### src/rtl/pipe_arbiter_pkg.sv
// Shared types and constants for the two-requester PIPE arbiter.
package pipe_pkg;

    localparam int DW        = 6;
    localparam int OW        = 27;
    localparam int PIPE_LAT  = 4;
    localparam int TAG_DEPTH = PIPE_LAT + 1;
    localparam int BLANK_W   = $clog2(TAG_DEPTH + 1);

    typedef enum logic [1:0] {
        MODE_MUL2 = 2'b00,
        MODE_ADD  = 2'b01,
        MODE_MUL4 = 2'b10,
        MODE_BAD  = 2'b11
    } mode_t;

    typedef enum logic {
        ID_A = 1'b0,
        ID_B = 1'b1
    } req_id_t;

    typedef struct packed {
        logic    live;
        req_id_t id;
        logic    err;
    } tag_t;

    typedef struct packed {
        logic [DW-1:0] in1;
        logic [DW-1:0] in2;
        logic [DW-1:0] in3;
        logic [DW-1:0] in4;
        mode_t         mode;
    } op_t;

    function automatic logic is_bad_mode(mode_t m);
        return m == MODE_BAD;
    endfunction

endpackage

### src/rtl/pipe_arbiter_if.sv
// Requester, PIPE and response signals of the arbiter; slave is the arbiter's view.
interface pipe_arbiter_if;

    logic                    a_valid;
    logic                    a_ready;
    logic [pipe_pkg::DW-1:0] a_in1;
    logic [pipe_pkg::DW-1:0] a_in2;
    logic [pipe_pkg::DW-1:0] a_in3;
    logic [pipe_pkg::DW-1:0] a_in4;
    logic [1:0]              a_mode;

    logic                    b_valid;
    logic                    b_ready;
    logic [pipe_pkg::DW-1:0] b_in1;
    logic [pipe_pkg::DW-1:0] b_in2;
    logic [pipe_pkg::DW-1:0] b_in3;
    logic [pipe_pkg::DW-1:0] b_in4;
    logic [1:0]              b_mode;

    logic                    pipe_in_valid;
    logic [pipe_pkg::DW-1:0] pipe_in1;
    logic [pipe_pkg::DW-1:0] pipe_in2;
    logic [pipe_pkg::DW-1:0] pipe_in3;
    logic [pipe_pkg::DW-1:0] pipe_in4;
    logic [1:0]              pipe_mode;
    logic                    pipe_out_valid;
    logic [pipe_pkg::OW-1:0] pipe_out_value;

    logic                    a_rsp_valid;
    logic                    b_rsp_valid;
    logic [pipe_pkg::OW-1:0] rsp_value;
    logic                    rsp_err;
    logic                    seq_err;

    modport slave (
        input  a_valid, a_in1, a_in2, a_in3, a_in4, a_mode,
        input  b_valid, b_in1, b_in2, b_in3, b_in4, b_mode,
        input  pipe_out_valid, pipe_out_value,
        output a_ready, b_ready,
        output pipe_in_valid, pipe_in1, pipe_in2, pipe_in3, pipe_in4, pipe_mode,
        output a_rsp_valid, b_rsp_valid, rsp_value, rsp_err, seq_err
    );

    modport master (
        output a_valid, a_in1, a_in2, a_in3, a_in4, a_mode,
        output b_valid, b_in1, b_in2, b_in3, b_in4, b_mode,
        output pipe_out_valid, pipe_out_value,
        input  a_ready, b_ready,
        input  pipe_in_valid, pipe_in1, pipe_in2, pipe_in3, pipe_in4, pipe_mode,
        input  a_rsp_valid, b_rsp_valid, rsp_value, rsp_err, seq_err
    );

endinterface

### src/rtl/pipe_arbiter_rr_arb2.sv
// Two-way round-robin arbiter; the pointer names who wins the next tie.
module pipe_rr_arb2 (
    input  logic clk,
    input  logic rst,
    input  logic req_a,
    input  logic req_b,
    output logic gnt_a,
    output logic gnt_b
);

    logic prio_b;

    always_comb begin
        gnt_a = 1'b0;
        gnt_b = 1'b0;
        if (!rst) begin
            if (req_a && (!req_b || !prio_b)) begin
                gnt_a = 1'b1;
            end else if (req_b) begin
                gnt_b = 1'b1;
            end
        end
    end

    // Pointer only moves on a grant, handing priority to the other side.
    always_ff @(posedge clk or posedge rst) begin
        if (rst) begin
            prio_b <= 1'b0;
        end else if (gnt_a) begin
            prio_b <= 1'b1;
        end else if (gnt_b) begin
            prio_b <= 1'b0;
        end
    end

endmodule

### src/rtl/pipe_arbiter.sv
// Shares one PIPE datapath between requesters A and B, routing results back by tag.
module pipe_arbiter
    import pipe_pkg::*;
(
    input  logic          clk,
    input  logic          rst,
    pipe_arbiter_if.slave bus
);

    logic gnt_a;
    logic gnt_b;
    logic gnt;
    logic sel_bad;

    op_t op_a;
    op_t op_b;
    op_t op_sel;

    logic issue_valid;
    op_t  issue_op;

    tag_t tag_q [TAG_DEPTH];
    tag_t tag_new;
    tag_t head;
    logic head_ok;

    logic [BLANK_W-1:0] blank_q;
    logic               mismatch;

    logic          a_rsp_q;
    logic          b_rsp_q;
    logic [OW-1:0] rsp_value_q;
    logic          rsp_err_q;
    logic          seq_err_q;

    pipe_rr_arb2 u_arb (
        .clk   (clk),
        .rst   (rst),
        .req_a (bus.a_valid),
        .req_b (bus.b_valid),
        .gnt_a (gnt_a),
        .gnt_b (gnt_b)
    );

    assign bus.a_ready = gnt_a;
    assign bus.b_ready = gnt_b;
    assign gnt         = gnt_a | gnt_b;

    always_comb begin
        op_a = '{in1: bus.a_in1, in2: bus.a_in2, in3: bus.a_in3, in4: bus.a_in4,
                 mode: mode_t'(bus.a_mode)};
        op_b = '{in1: bus.b_in1, in2: bus.b_in2, in3: bus.b_in3, in4: bus.b_in4,
                 mode: mode_t'(bus.b_mode)};
        op_sel  = gnt_b ? op_b : op_a;
        sel_bad = is_bad_mode(op_sel.mode);
    end

    // Unsupported ops never reach PIPE; operands hold when nothing issues.
    always_ff @(posedge clk or posedge rst) begin
        if (rst) begin
            issue_valid <= 1'b0;
            issue_op    <= '0;
        end else begin
            issue_valid <= gnt & ~sel_bad;
            if (gnt && !sel_bad) begin
                issue_op <= op_sel;
            end
        end
    end

    assign bus.pipe_in_valid = issue_valid;
    assign bus.pipe_in1      = issue_op.in1;
    assign bus.pipe_in2      = issue_op.in2;
    assign bus.pipe_in3      = issue_op.in3;
    assign bus.pipe_in4      = issue_op.in4;
    assign bus.pipe_mode     = issue_op.mode;

    always_comb begin
        tag_new = '{live: gnt, id: (gnt_b ? ID_B : ID_A), err: gnt & sel_bad};
    end

    // One stage more than PIPE_LAT covers the issue register in front of PIPE.
    always_ff @(posedge clk or posedge rst) begin
        if (rst) begin
            for (int i = 0; i < TAG_DEPTH; i++) begin
                tag_q[i] <= '0;
            end
        end else begin
            tag_q[0] <= tag_new;
            for (int i = 1; i < TAG_DEPTH; i++) begin
                tag_q[i] <= tag_q[i-1];
            end
        end
    end

    assign head     = tag_q[TAG_DEPTH-1];
    assign head_ok  = head.live & ~head.err;
    assign mismatch = head_ok ^ bus.pipe_out_valid;

    always_ff @(posedge clk or posedge rst) begin
        if (rst) begin
            blank_q <= BLANK_W'(TAG_DEPTH);
        end else if (blank_q != '0) begin
            blank_q <= blank_q - BLANK_W'(1);
        end
    end

    always_ff @(posedge clk or posedge rst) begin
        if (rst) begin
            seq_err_q <= 1'b0;
        end else if (mismatch && (blank_q == '0)) begin
            seq_err_q <= 1'b1;
        end
    end

    always_ff @(posedge clk or posedge rst) begin
        if (rst) begin
            a_rsp_q     <= 1'b0;
            b_rsp_q     <= 1'b0;
            rsp_value_q <= '0;
            rsp_err_q   <= 1'b0;
        end else begin
            a_rsp_q     <= head.live & (head.id == ID_A);
            b_rsp_q     <= head.live & (head.id == ID_B);
            rsp_value_q <= head_ok ? bus.pipe_out_value : '0;
            rsp_err_q   <= head.live & head.err;
        end
    end

    assign bus.a_rsp_valid = a_rsp_q;
    assign bus.b_rsp_valid = b_rsp_q;
    assign bus.rsp_value   = rsp_value_q;
    assign bus.rsp_err     = rsp_err_q;
    assign bus.seq_err     = seq_err_q;

endmodule

### src/flat_wrapper.sv
// flat-port wrapper written by rule: the top's interface ports become plain ports
module pipe_arbiter_flat import pipe_pkg::*;
  (clk, rst, bus_a_valid, bus_a_in1, bus_a_in2, bus_a_in3, bus_a_in4, bus_a_mode, bus_b_valid, bus_b_in1, bus_b_in2, bus_b_in3, bus_b_in4, bus_b_mode, bus_pipe_out_valid, bus_pipe_out_value, bus_a_ready, bus_b_ready, bus_pipe_in_valid, bus_pipe_in1, bus_pipe_in2, bus_pipe_in3, bus_pipe_in4, bus_pipe_mode, bus_a_rsp_valid, bus_b_rsp_valid, bus_rsp_value, bus_rsp_err, bus_seq_err);
  pipe_arbiter_if bus_i ();
  input  logic clk;
  input  logic rst;
  input wire logic [$bits(bus_i.a_valid)-1:0] bus_a_valid;
  input wire logic [$bits(bus_i.a_in1)-1:0] bus_a_in1;
  input wire logic [$bits(bus_i.a_in2)-1:0] bus_a_in2;
  input wire logic [$bits(bus_i.a_in3)-1:0] bus_a_in3;
  input wire logic [$bits(bus_i.a_in4)-1:0] bus_a_in4;
  input wire logic [$bits(bus_i.a_mode)-1:0] bus_a_mode;
  input wire logic [$bits(bus_i.b_valid)-1:0] bus_b_valid;
  input wire logic [$bits(bus_i.b_in1)-1:0] bus_b_in1;
  input wire logic [$bits(bus_i.b_in2)-1:0] bus_b_in2;
  input wire logic [$bits(bus_i.b_in3)-1:0] bus_b_in3;
  input wire logic [$bits(bus_i.b_in4)-1:0] bus_b_in4;
  input wire logic [$bits(bus_i.b_mode)-1:0] bus_b_mode;
  input wire logic [$bits(bus_i.pipe_out_valid)-1:0] bus_pipe_out_valid;
  input wire logic [$bits(bus_i.pipe_out_value)-1:0] bus_pipe_out_value;
  output wire logic [$bits(bus_i.a_ready)-1:0] bus_a_ready;
  output wire logic [$bits(bus_i.b_ready)-1:0] bus_b_ready;
  output wire logic [$bits(bus_i.pipe_in_valid)-1:0] bus_pipe_in_valid;
  output wire logic [$bits(bus_i.pipe_in1)-1:0] bus_pipe_in1;
  output wire logic [$bits(bus_i.pipe_in2)-1:0] bus_pipe_in2;
  output wire logic [$bits(bus_i.pipe_in3)-1:0] bus_pipe_in3;
  output wire logic [$bits(bus_i.pipe_in4)-1:0] bus_pipe_in4;
  output wire logic [$bits(bus_i.pipe_mode)-1:0] bus_pipe_mode;
  output wire logic [$bits(bus_i.a_rsp_valid)-1:0] bus_a_rsp_valid;
  output wire logic [$bits(bus_i.b_rsp_valid)-1:0] bus_b_rsp_valid;
  output wire logic [$bits(bus_i.rsp_value)-1:0] bus_rsp_value;
  output wire logic [$bits(bus_i.rsp_err)-1:0] bus_rsp_err;
  output wire logic [$bits(bus_i.seq_err)-1:0] bus_seq_err;
  assign bus_i.a_valid = bus_a_valid;
  assign bus_i.a_in1 = bus_a_in1;
  assign bus_i.a_in2 = bus_a_in2;
  assign bus_i.a_in3 = bus_a_in3;
  assign bus_i.a_in4 = bus_a_in4;
  assign bus_i.a_mode = bus_a_mode;
  assign bus_i.b_valid = bus_b_valid;
  assign bus_i.b_in1 = bus_b_in1;
  assign bus_i.b_in2 = bus_b_in2;
  assign bus_i.b_in3 = bus_b_in3;
  assign bus_i.b_in4 = bus_b_in4;
  assign bus_i.b_mode = bus_b_mode;
  assign bus_i.pipe_out_valid = bus_pipe_out_valid;
  assign bus_i.pipe_out_value = bus_pipe_out_value;
  assign bus_a_ready = bus_i.a_ready;
  assign bus_b_ready = bus_i.b_ready;
  assign bus_pipe_in_valid = bus_i.pipe_in_valid;
  assign bus_pipe_in1 = bus_i.pipe_in1;
  assign bus_pipe_in2 = bus_i.pipe_in2;
  assign bus_pipe_in3 = bus_i.pipe_in3;
  assign bus_pipe_in4 = bus_i.pipe_in4;
  assign bus_pipe_mode = bus_i.pipe_mode;
  assign bus_a_rsp_valid = bus_i.a_rsp_valid;
  assign bus_b_rsp_valid = bus_i.b_rsp_valid;
  assign bus_rsp_value = bus_i.rsp_value;
  assign bus_rsp_err = bus_i.rsp_err;
  assign bus_seq_err = bus_i.seq_err;
  pipe_arbiter u_core (.clk(clk), .rst(rst), .bus(bus_i));
endmodule
### config.mk
export PLATFORM = sky130hd
export DESIGN_NAME = pipe_arbiter_flat
export DESIGN_NICKNAME = d
export VERILOG_FILES = /design/src/rtl/pipe_arbiter_pkg.sv /design/src/rtl/pipe_arbiter_if.sv /design/src/rtl/pipe_arbiter_rr_arb2.sv /design/src/rtl/pipe_arbiter.sv /design/src/flat_wrapper.sv
export SDC_FILE = /design/constraint.sdc
export NUM_CORES = 1
export LEC_CHECK = 0
export BUFFER_PORTS_ARGS = -buffer_cell sky130_fd_sc_hd__buf_2
export CORE_MARGIN = 5
export CORE_UTILIZATION = 35
export CTS_BUF_LIST = sky130_fd_sc_hd__clkbuf_2
export DETAILED_ROUTE_END_ITERATION = 16
export PLACE_DENSITY = 0.69
export SYNTH_ARGS = -nofsm -noshare
export SYNTH_HDL_FRONTEND = slang
export SYNTH_HIERARCHICAL = 1
export SYNTH_SLANG_ARGS = --single-unit
### constraint.sdc
create_clock -name clk -period 3.8 [get_ports clk]
set_input_delay 0.38 -clock clk [delete_from_list [all_inputs] [get_ports clk]]
set_output_delay 0.38 -clock clk [all_outputs]
set_load 0.01 [all_outputs]
==> results of run 1 <==
-- how the worst min path moves through the flow --
stage / startpoint / slack, ns / endpoint
floorplan: rst / 0.11 / u_core/u_arb/prio_b
global placement: rst / 0.25 / u_core/u_arb/prio_b
detailed placement: rst / 0.26 / u_core/u_arb/prio_b
CTS: bus_pipe_out_value[9] / 0.001 / u_core/bus.rsp_value[9]
global route: bus_pipe_out_value[13] / 0.005 / u_core/bus.rsp_value[13]
finish: bus_pipe_out_value[13] / 0.08 / u_core/bus.rsp_value[13]
-- power groups by stage --
| stage | Clock [mW] | Combinational (mW) | Sequential (mW) |
|---|---|---|---|
| global placement | 0 | 0.400 | 0.986 |
| floorplan | 0 | 0.194 | 1.03 |
| CTS | 0.433 | 0.424 | 0.972 |
| detailed placement | 0 | 0.411 | 0.984 |
| global route | 0.462 | 0.457 | 0.984 |
| finish | 0.400 | 0.419 | 0.970 |
-- layer usage --
metal / vias up / track usage [%] / wire (um)
li1: 1007 / - / -
met1: 1017 / 13.8 / 2460
met2: 75 / 21.1 / 3590
met3: 6 / 4.56 / 462
met4: 0 / 3.29 / 49
met5: - / 0 / 0
-- kinds of logic after synthesis --
group | Yosys count | share of synthesized area, %
and+or+nand+nor | 42 | 8.25
muxes | 51 | 21.3
xor gates and xnor gates | 2 | 0.575
AOI/OAI and AO/OA | 10 | 2.38
DFF | 77 | 63.3
adders and majority gates | 2 | 0.821
buffers and inverters | 16 | 3.41
-- synthesized netlist by cell type (2+ instances only) --
master    count  area (um2)
buf_12        2        40.0
mux2_4       20         300
clkbuf_1      3        11.3
a21boi_0      2        15.0
xnor2_1       2        17.5
nor2b_1       2        12.5
dfrtp_1      75        1880
ha_1          2        25.0
buf_2         3        15.0
nor2_1        4        15.0
dfstp_2       2        52.6
inv_1         7        26.3
and2_1       29         181
a21oi_1       2        10.0
nand3_1       2        10.0
a221oi_1      4        35.0
mux2_2       30         338
-- through the flow --
| stage | instances | power (mW) | hold slack [ns] | setup WS [ns] | cell area, um2 |
|---|---|---|---|---|---|
| 6_report | 484 | 1.79 | 0.0762 | 1.38 | 4190 |
| 5_1_grt | 484 | 1.90 | 0.00451 | 1.32 | 4190 |
| 4_1_cts | 478 | 1.83 | 0.000970 | 1.44 | 4130 |
| 3_5_place_dp | 445 | 1.40 | 0.259 | 1.39 | 3860 |
| 3_3_place_gp | 445 | 1.39 | 0.255 | 1.51 | 3860 |
| 2_1_floorplan | 200 | 1.22 | 0.109 | 1.48 | 3050 |
-- state kept, by name, indices dropped and copies added, names as in the netlist, 3 cells and up --
| signal | count |
|---|---|
| u_core/head | 3 |
| u_core/tag_q | 12 |
| u_core/bus.pipe_in4 | 6 |
| u_core/bus.pipe_in3 | 6 |
| u_core/bus.rsp_value | 27 |
| u_core/bus.pipe_in2 | 6 |
| u_core/blank_q | 3 |
| u_core/bus.pipe_in1 | 6 |
-- what timing repair did --
| action | in CTS | in global routing |
|---|---|---|
| endpoints found under the setup margin | 0 | 0 |
| hold endpoints to repair | 36 | 6 |
| hold buffers | 17 | 6 |
-- area by class of cell --
class,instances,share of cell area [%]
Clock buffer,9,1.07
Clock inverter,7,1.40
Inverter,7,0.657
Multi-Input combinational cell,107,24.5
Sequential cell,77,46.0
Tap cell,108,3.22
Timing Repair Buffer,169,23.1
-- worst reg2reg max path: stages, from the launching register on --
cell      delay [ns]
dfrtp_1         0.44
inv_1           0.08
a21boi_4        0.50
buf_4           0.35
mux2_2          0.37
mux2_4          0.26
==> impl_metrics.toml, run 1 <==
[synth]
yosys_warnings = 6
synth_edf_count = 0
synth_flop_cell = "dfrtp_1"
synth_cell_types = 26
postSynthAreaPerCell_um2 = 15.2
syn_inst = 200
async_flop_share_pct = 100
seq_area_frac_synth_pct = 63.3
netlist_area_um2 = 3050
ys_ff_latch = 77
syn_nets = 286

[timing]
period_needed_ns = 2.42
setup_viol = 0
hold_violations = 0
worstMarginPinSlew_ns = 0.850
drv_slew = 0
setup_tns_ns = 0
fmax_ghz = 0.413
finalClockSkew_ns = 0.0191
period_share_pct = 63.7
rsz0062_at_grt = "no"
slew_headroom_pct = 43.3

[cells_and_area]
syn_to_final_growth_pct = 37.5
fin_util_pct = 48.8
layout_commonest_cell = "buf_2"
fillCellCount = 768
regArea_um2 = 1930
antennaDiodeCount = 0
layout.nets = 457
final_layout_size_suffix_gt1_share_pct = 58.0
multi_input_area_um2 = 1030
final_cell_mix = "buf_2 (143), dfrtp_1 (75), mux2_2 (30), and2_1 (29), dlygate4sd3_1 (23)"

[floorplanning]
start_util_pct = 35.5
die_height_um = 103
io_pins = 144
rows = 34
die_w_um = 103
coreArea_um2 = 8590
die_area_um2 = 10700

[drt]
drt_iter0_markers = 25
dr.pass1.iters = 4
drt-vias-per-instance = 4.35
wl_per_cell_um = 13.6
num_vias = 2105
antenna_left = 0
routed_wl_mm = 6.56
drc = 0

[clock_tree]
clockBufferDepth = 2
clock_latency_ns = 0.49
h-tree-depth = 3
root_buffer = "clkbuf_2"
ctsResizeCount = 0
cts_tree = "built"
cts.sinks = 77
cts_buffers = 9
clk_pin_slew_ns = 0.23
post-cts-setup-buffers = 0

[worst_setup_path]
worstSetupEndpointType = "flop"
worst-path-stages = 7
crit_arrival_ns = 2.83
cp_num_buf_inv = 2
critPathTopFamily = "multiplexers"
ff2ff_setup_slack_ns = 1.71
crit_path_max_incr_delay_ns = 0.53
startpoint = "rst"
crit_type = "in -> reg"
crit_slowest_cell = "dlygate4sd3_1"
r2r_cells = 5
timing.rr.start = "u_core/u_arb/prio_b"
crit_path_start_kind = "primary input"
cp_cell_sequence = "dlygate4sd3_1, buf_2, or2b_1, a21oi_1, a21boi_0, mux2_4, mux2_2"
r2r-end = "u_core/bus.pipe_in3[3]"
crit_fanout = 25
critical_path.endpoint = "u_core/bus.pipe_in4[0]"
worstPathRequired_ns = 4.21

[pwr]
p_leak_nw = 2.20
switching_share_pct = 29.7
p_int_mw = 1.26
p_comb_share_pct = 23.4
p_sw_mw = 0.532
powerDensity_nw_per_um2 = 427
seqPwrFrac_pct = 54.2
clkPwrFrac_pct = 22.4
peakVddDrop_mv = 0.198

[global_routing]
grt_max_degree = 51
antenna_found_initial = 0
grt_pass1_wl_mm = 9.91
grt_pass1_vias = 2136
grt.total_usage_pct = 12.0
globalRouteOverflowTotal = 0

[job]
max_cap_viol_count = 0

[outcome]
status = "finished, final reports clean"

[placement]
portBuffers = 143
dp_hpwl_mm = 4.71
place.gp.congestion = 0.668

[worst_hold_path]
hold_path.class = "in -> reg"
hold_depth = 2
Note: power is estimated with default switching activity, not from simulation.
==> run 2: changes to the inputs <==
ABC_AREA = 1   (was not set)
PLACE_DENSITY = 0.71   (was 0.69)
clock period = 2.1 ns   (was 3.8 ns; I/O delays follow)
==> run 2 against run 1 <==
- critical path depth is 4 higher
- power is 72% higher
- setup slack worse by 1.2 ns
- sequential power is 78% higher
- flip-flop and latch count stayed put
- highest routed layer unchanged
- final cell count is 32% higher
- critical endpoint is now u_core/bus.pipe_in4[5]
- area after synthesis is 4.1% higher
- synthesized cell count is 71% higher
- wire length is 23% higher
==> impl_metrics.toml, run 2 <==
[outcome]
status = "finished, final reports clean"

[timing]
rsz0062_at_grt = "no"
finalClockSkew_ns = 0.0327
whs_ns = 0.0606
drv_slew = 0
period_needed_ns = 1.95
setup_viol = 0
period_share_pct = 92.9
hold_violations = 0
setup_tns_ns = 0
worstMarginPinSlew_ns = 0.453
slew_headroom_pct = 69.7
fmax_ghz = 0.512

[worst_setup_path]
worstSetupEndpointType = "flop"
crit_top_cell = "nand2_1"
crit_type = "in -> reg"
crit_slowest_cell = "dlygate4sd3_1"
worstPathRequired_ns = 2.53
cp_cell_sequence = "dlygate4sd3_1, buf_2, inv_2, nand2_2, a21oi_4, buf_4, nand2_1, nand2_1, dlygate4sd3_1, nand3_1, nand2_1"
crit_path_start_kind = "primary input"
crit_arrival_ns = 2.38
crit_path_max_incr_delay_ns = 0.54
crit_fanout = 15

[global_routing]
grt_max_degree = 77
grt.total_usage_pct = 15.0
antenna_found_initial = 0
grt_pass1_vias = 2923
globalRouteOverflowTotal = 0
grt_pass1_wl_mm = 13.7

[cells_and_area]
final_layout_size_suffix_gt1_share_pct = 33.6
fillCellCount = 801
largest_reg_flops = 27
final_cell_mix = "buf_2 (143), nand2_1 (107), dfrtp_1 (75), nand3_1 (49), dlygate4sd3_1 (44)"
regArea_um2 = 1930
syn_to_final_growth_pct = 41.1
antennaDiodeCount = 0
layout_commonest_cell = "buf_2"
fin_util_pct = 51.1
layout.nets = 614
multi_input_area_um2 = 970
final_area_um2 = 4480

[drt]
wl_per_cell_um = 12.6
drt_iter0_markers = 104
routed_wl_mm = 8.07
drc = 0
antenna_left = 0
num_vias = 2805
dr.pass1.iters = 4
drt-vias-per-instance = 4.38

[synth]
syn_inst = 342
netlist_area_um2 = 3170
yosys_warnings = 6
synth_edf_count = 0
synth_common_cells = "nand2_1 (107), dfrtp_1 (75), nand3_1 (49)"
synth_top_area_share_pct = 59.2
synth_top_cell_by_area = "dfrtp_1"
ys_top_cells_by_area = "dfrtp_1 (59%), nand2_1 (13%), nand3_1 (7.7%)"
synth_most_common_cell = "nand2_1"
synth_cell_types = 22
ys_ff_latch = 77
async_flop_share_pct = 100
syn_nets = 428
synth_flop_cell = "dfrtp_1"
postSynthAreaPerCell_um2 = 9.27
seq_area_frac_synth_pct = 60.8

[clock_tree]
cts_tree = "built"
post-cts-setup-buffers = 0
clockBufferDepth = 2
clock_latency_ns = 0.50
cts_buffers = 9
root_buffer = "clkbuf_2"
cts.sinks = 77
h-tree-depth = 3
clk_pin_slew_ns = 0.17

[floorplanning]
die_w_um = 105
io_pins = 144
coreArea_um2 = 8760
die_height_um = 105
die_area_um2 = 11100
rows = 34
start_util_pct = 36.2

[pwr]
powerDensity_nw_per_um2 = 689
switching_share_pct = 30.7
p_comb_share_pct = 23.9
p_leak_nw = 2.67
clkPwrFrac_pct = 19.9
p_int_mw = 2.14
seqPwrFrac_pct = 56.2
peakVddDrop_mv = 0.265
power.total_mw = 3.08
p_sw_mw = 0.946

[placement]
dpl_cell_area_um2 = 3950
portBuffers = 143
dp_hpwl_mm = 5.54
place.gp.congestion = 0.794

[job]
max_cap_viol_count = 0

[worst_hold_path]
hold_path.class = "in -> reg"
[run 2: worst max-delay path, delay by kind of cell]
family / cells / cell delay (ns)
AOI/OAI and AO/OA: 1 / 0.25
buffers and inverters: 5 / 1.55
and+or+nand+nor: 5 / 0.37
[run 2: area by class of cell]
type	instances	share of cell area, %
multi-input combinational	207	21.7
clock buffer	12	1.34
inverter	43	3.86
timing repair buffer	190	26.6
tap	108	3.02
clock inverter	4	0.391
sequential	77	43.1
[run 2: power groups by stage]
stage,combinational (mW),sequential (mW),clock [mW]
floorplan,0.303,1.83,0
global placement,0.656,1.76,0
detailed placement,0.675,1.76,0
CTS,0.746,1.73,0.659
global route,0.826,1.75,0.717
finish,0.738,1.73,0.614
[run 2: per-layer routing]
metal	global-route usage, %	share of wire (%)	vias up
met5	0	0	-
met4	6.94	1.7	0
met3	3.58	7.4	9
met2	25.9	52	109
met1	17.4	39	1275
li1	-	-	1412
[run 2: final timing paths]
check	startpoint	endpoint	slack, ns	cells past startpoint
worst min-delay path	bus_a_in3[4]	u_core/bus.pipe_in3[4]	0.06	5
worst max-delay path	rst	u_core/bus.pipe_in4[5]	0.15	11
worst max register to register	u_core/u_arb/prio_b	u_core/bus.pipe_in4[5]	0.24	8
max in group asynchronous	rst	u_core/blank_q[0]	1.38	4
min in group asynchronous	rst	u_core/u_arb/prio_b	0.14	3
worst min register to register	u_core/tag_q[9]	u_core/tag_q[6]	0.35	0
[run 2: per-stage QoR]
step / setup slack, ns / instances
finish: 0.149 / 641
global route: 0.0463 / 641
CTS: 0.0686 / 641
detailed placement: 0.234 / 581
global placement: 0.299 / 581
floorplan: 0.660 / 342
[run 2: what timing repair did]
item                                   in CTS  in global routing
resized for setup                           0                  1
endpoints found under the hold margin     112                  0
setup endpoints to repair                   0                  4
hold buffers                               44                  0
[run 2: cells by family (layout without fill, tap and decap cells)]
group / Yosys count / count (layout) / synth area share [%]
fa+ha+maj: 2 / 2 / 0.789
flops: 77 / 77 / 60.8
compound gates: 5 / 5 / 1.18
xor+xnor: 2 / 2 / 0.552
simple gates: 198 / 198 / 27.8
buf+inv: 58 / 249 / 8.84
==> run 3: changes to the inputs <==
CORE_MARGIN = not set   (was 5)
GPL_TIMING_DRIVEN = 0   (was not set)
SYNTH_HIERARCHICAL = not set   (was 1)
==> run 3 against run 2 <==
- synthesized cell count is 0.58% lower
- flip-flop and latch count did not move
- highest routed layer unchanged
- first-iteration DRC count is 23% lower
- cell area rose by 12%
- register-to-register slack worse by 0.06 ns
==> impl_metrics.toml, run 3 <==
[pwr]
peakVddDrop_mv = 0.293
switching_share_pct = 29.8
seqPwrFrac_pct = 52.0
p_comb_share_pct = 25.0
clkPwrFrac_pct = 23.1
powerDensity_nw_per_um2 = 664
p_sw_mw = 0.988
p_int_mw = 2.33
p_leak_nw = 2.90

[clock_tree]
cts.sinks = 77
cts_tree = "built"
root_buffer = "clkbuf_2"
clock_latency_ns = 0.47
clk_pin_slew_ns = 0.21
h-tree-depth = 3
clockBufferDepth = 2
cts_buffers = 9

[global_routing]
grt_max_degree = 33
globalRouteOverflowTotal = 0
grt_pass1_vias = 3084
grt_pass1_wl_mm = 13.0
antenna_found_initial = 0
grt.total_usage_pct = 18.6

[worst_setup_path]
crit_path_max_incr_delay_ns = 0.56
crit_path_start_kind = "flop"
cp_num_buf_inv = 3
cp_cell_sequence = "nand2_2, nand2_2, nand2_4, clkinvlp_4, buf_4, nand2_1, nand2_1, dlygate4sd3_1, nand2_1, nand2_1"
worstPathRequired_ns = 2.48
crit_fanout = 7
crit_top_cell = "nand2_1"
r2r_cells = 10
crit_arrival_ns = 2.30
worst-path-stages = 10
critPathTopFamily = "buffers and inverters"
crit_slowest_cell = "dlygate4sd3_1"
worstSetupEndpointType = "flop"
crit_type = "reg -> reg"

[placement]
place_inst = 593
portBuffers = 143
dp_hpwl_mm = 5.06
place.gp.congestion = 0.741

[timing]
fmax_ghz = 0.520
period_needed_ns = 1.92
drv_slew = 0
slew_headroom_pct = 45.7
setup_tns_ns = 0
hold_violations = 0
setup_viol = 0
finalClockSkew_ns = 0.0279
whs_ns = 0.0738
rsz0062_at_grt = "no"
worstMarginPinSlew_ns = 0.812
period_share_pct = 91.7

[synth]
synth_flop_cell = "dfrtp_1"
synth_edf_count = 0
netlist_area_um2 = 3110
synthSimpleGateAreaFrac_pct = 28.0
synth_top_area_share_pct = 60.3
seq_area_frac_synth_pct = 62.0
synth_xor_xnor_area_share_pct = 0.844
synthMuxAreaShare_pct = 0
synth_most_common_cell = "nand2_1"
syn_inst = 340
yosys_warnings = 0
postSynthAreaPerCell_um2 = 9.15
ys_ff_latch = 77
synth_common_cells = "nand2_1 (124), dfrtp_1 (75), inv_1 (42)"
ys_top_cells_by_area = "dfrtp_1 (60%), nand2_1 (15%), inv_1 (5.1%)"
synth_top_family_by_area = "simple AND/OR/NAND/NOR gates"
synthAdderAreaFrac_pct = 0.804
synth_cell_types = 24
synth_top_cell_by_area = "dfrtp_1"
syn_nets = 426
async_flop_share_pct = 100
synth_compound_area_share_pct = 0.563

[job]
max_cap_viol_count = 0

[floorplanning]
start_util_pct = 35.9
die_w_um = 96.3
die_height_um = 96.3
io_pins = 144
coreArea_um2 = 8680
die_area_um2 = 9270
rows = 34

[worst_hold_path]
hold_path.class = "in -> reg"
hold_depth = 3

[drt]
antenna_left = 0
drt_iter0_markers = 80
wl_per_cell_um = 12.2
routed_wl_mm = 8.46
drt-vias-per-instance = 4.34
num_vias = 3013
dr.pass1.iters = 4
drc = 0

[cells_and_area]
largest_reg_flops = 27
layout.nets = 668
final_layout_size_suffix_gt1_share_pct = 34.1
layout_commonest_cell = "buf_2"
final_cell_mix = "buf_2 (148), nand2_1 (122), dlygate4sd3_1 (81), dfrtp_1 (75), inv_1 (40)"
syn_to_final_growth_pct = 60.4
fillCellCount = 757
antennaDiodeCount = 0
final_cells = 695

[outcome]
status = "finished, final reports clean"
run 3: final cells by class:
| class | count | area (um2) | area share, % |
|---|---|---|---|
| multi-input cells | 207 | 952 | 19.1 |
| well taps | 108 | 135 | 2.71 |
| plain buffers | 12 | 77.6 | 1.55 |
| inverters | 44 | 173 | 3.46 |
| clock buffers | 11 | 55.1 | 1.10 |
| clock inverters | 5 | 52.6 | 1.05 |
| repair buffers | 231 | 1620 | 32.4 |
| flip-flops and latches | 77 | 1930 | 38.7 |
run 3: timing repair:
action / in CTS / in global routing
gates resized for setup: 1 / 2
buffers inserted: 1 / 3
endpoints found under the setup margin: 1 / 5
endpoints found under the hold margin: 76 / 0
hold buffers: 82 / 0
pin swaps: 0 / 1
run 3: per-stage QoR:
stage	power [mW]	util, %	cell area (um2)	setup WS, ns
after floorplan	2.12	-	3120	-0.209
after global placement	2.41	45.8	3970	-0.950
after detailed placement	2.44	46.3	4010	0.0881
after CTS	3.36	57.2	4960	0.00860
after global routing	3.54	57.5	4990	0.0245
final	3.31	57.5	4990	0.175
run 3: worst min-delay path: cells and delay by family:
kind	cells	cell delay [ns]
buffers and inverters	1	0.10
AOI/OAI and AO/OA	1	0.08
and+or+nand+nor	1	0.13
run 3: path summary, 6_finish.rpt:
kind                                      from  slack, ns                        to
max                        u_core.u_arb.prio_b       0.18    u_core.bus.pipe_in1[5]
max reg2reg                u_core.u_arb.prio_b       0.18    u_core.bus.pipe_in1[5]
min                              bus_b_mode[0]       0.07          u_core.tag_q[12]
min reg2reg                   u_core.tag_q[12]       0.36           u_core.tag_q[9]
min in group asynchronous                  rst       0.42  u_core.bus.rsp_value[19]
max in group asynchronous                  rst       0.54    u_core.bus.pipe_in2[2]
run 3: power by group through the flow:
| stage | Clock (mW) | Sequential (mW) | Combinational (mW) |
|---|---|---|---|
| global route | 0.870 | 1.74 | 0.930 |
| CTS | 0.821 | 1.72 | 0.821 |
| finish | 0.765 | 1.72 | 0.828 |
| floorplan | 0 | 1.82 | 0.303 |
| global placement | 0 | 1.75 | 0.666 |
| detailed placement | 0 | 1.75 | 0.696 |
run 3: cells by family after synthesis:
kind of cell               Yosys count
AOI/OAI and AO/OA                    3
xor gates and xnor gates             3
adders and majority gates            2
buffers and inverters               56
DFF                                 77
and+or+nand+nor                    199
run 3: metal layers:
layer  global-route usage [%]  routed length [um]  share of wire (%)
met5                        0                   0                  0
met4                     8.09                 115                1.4
met3                     3.95                 466                5.5
met2                     35.2                4570                 54
met1                     19.6                3300                 39
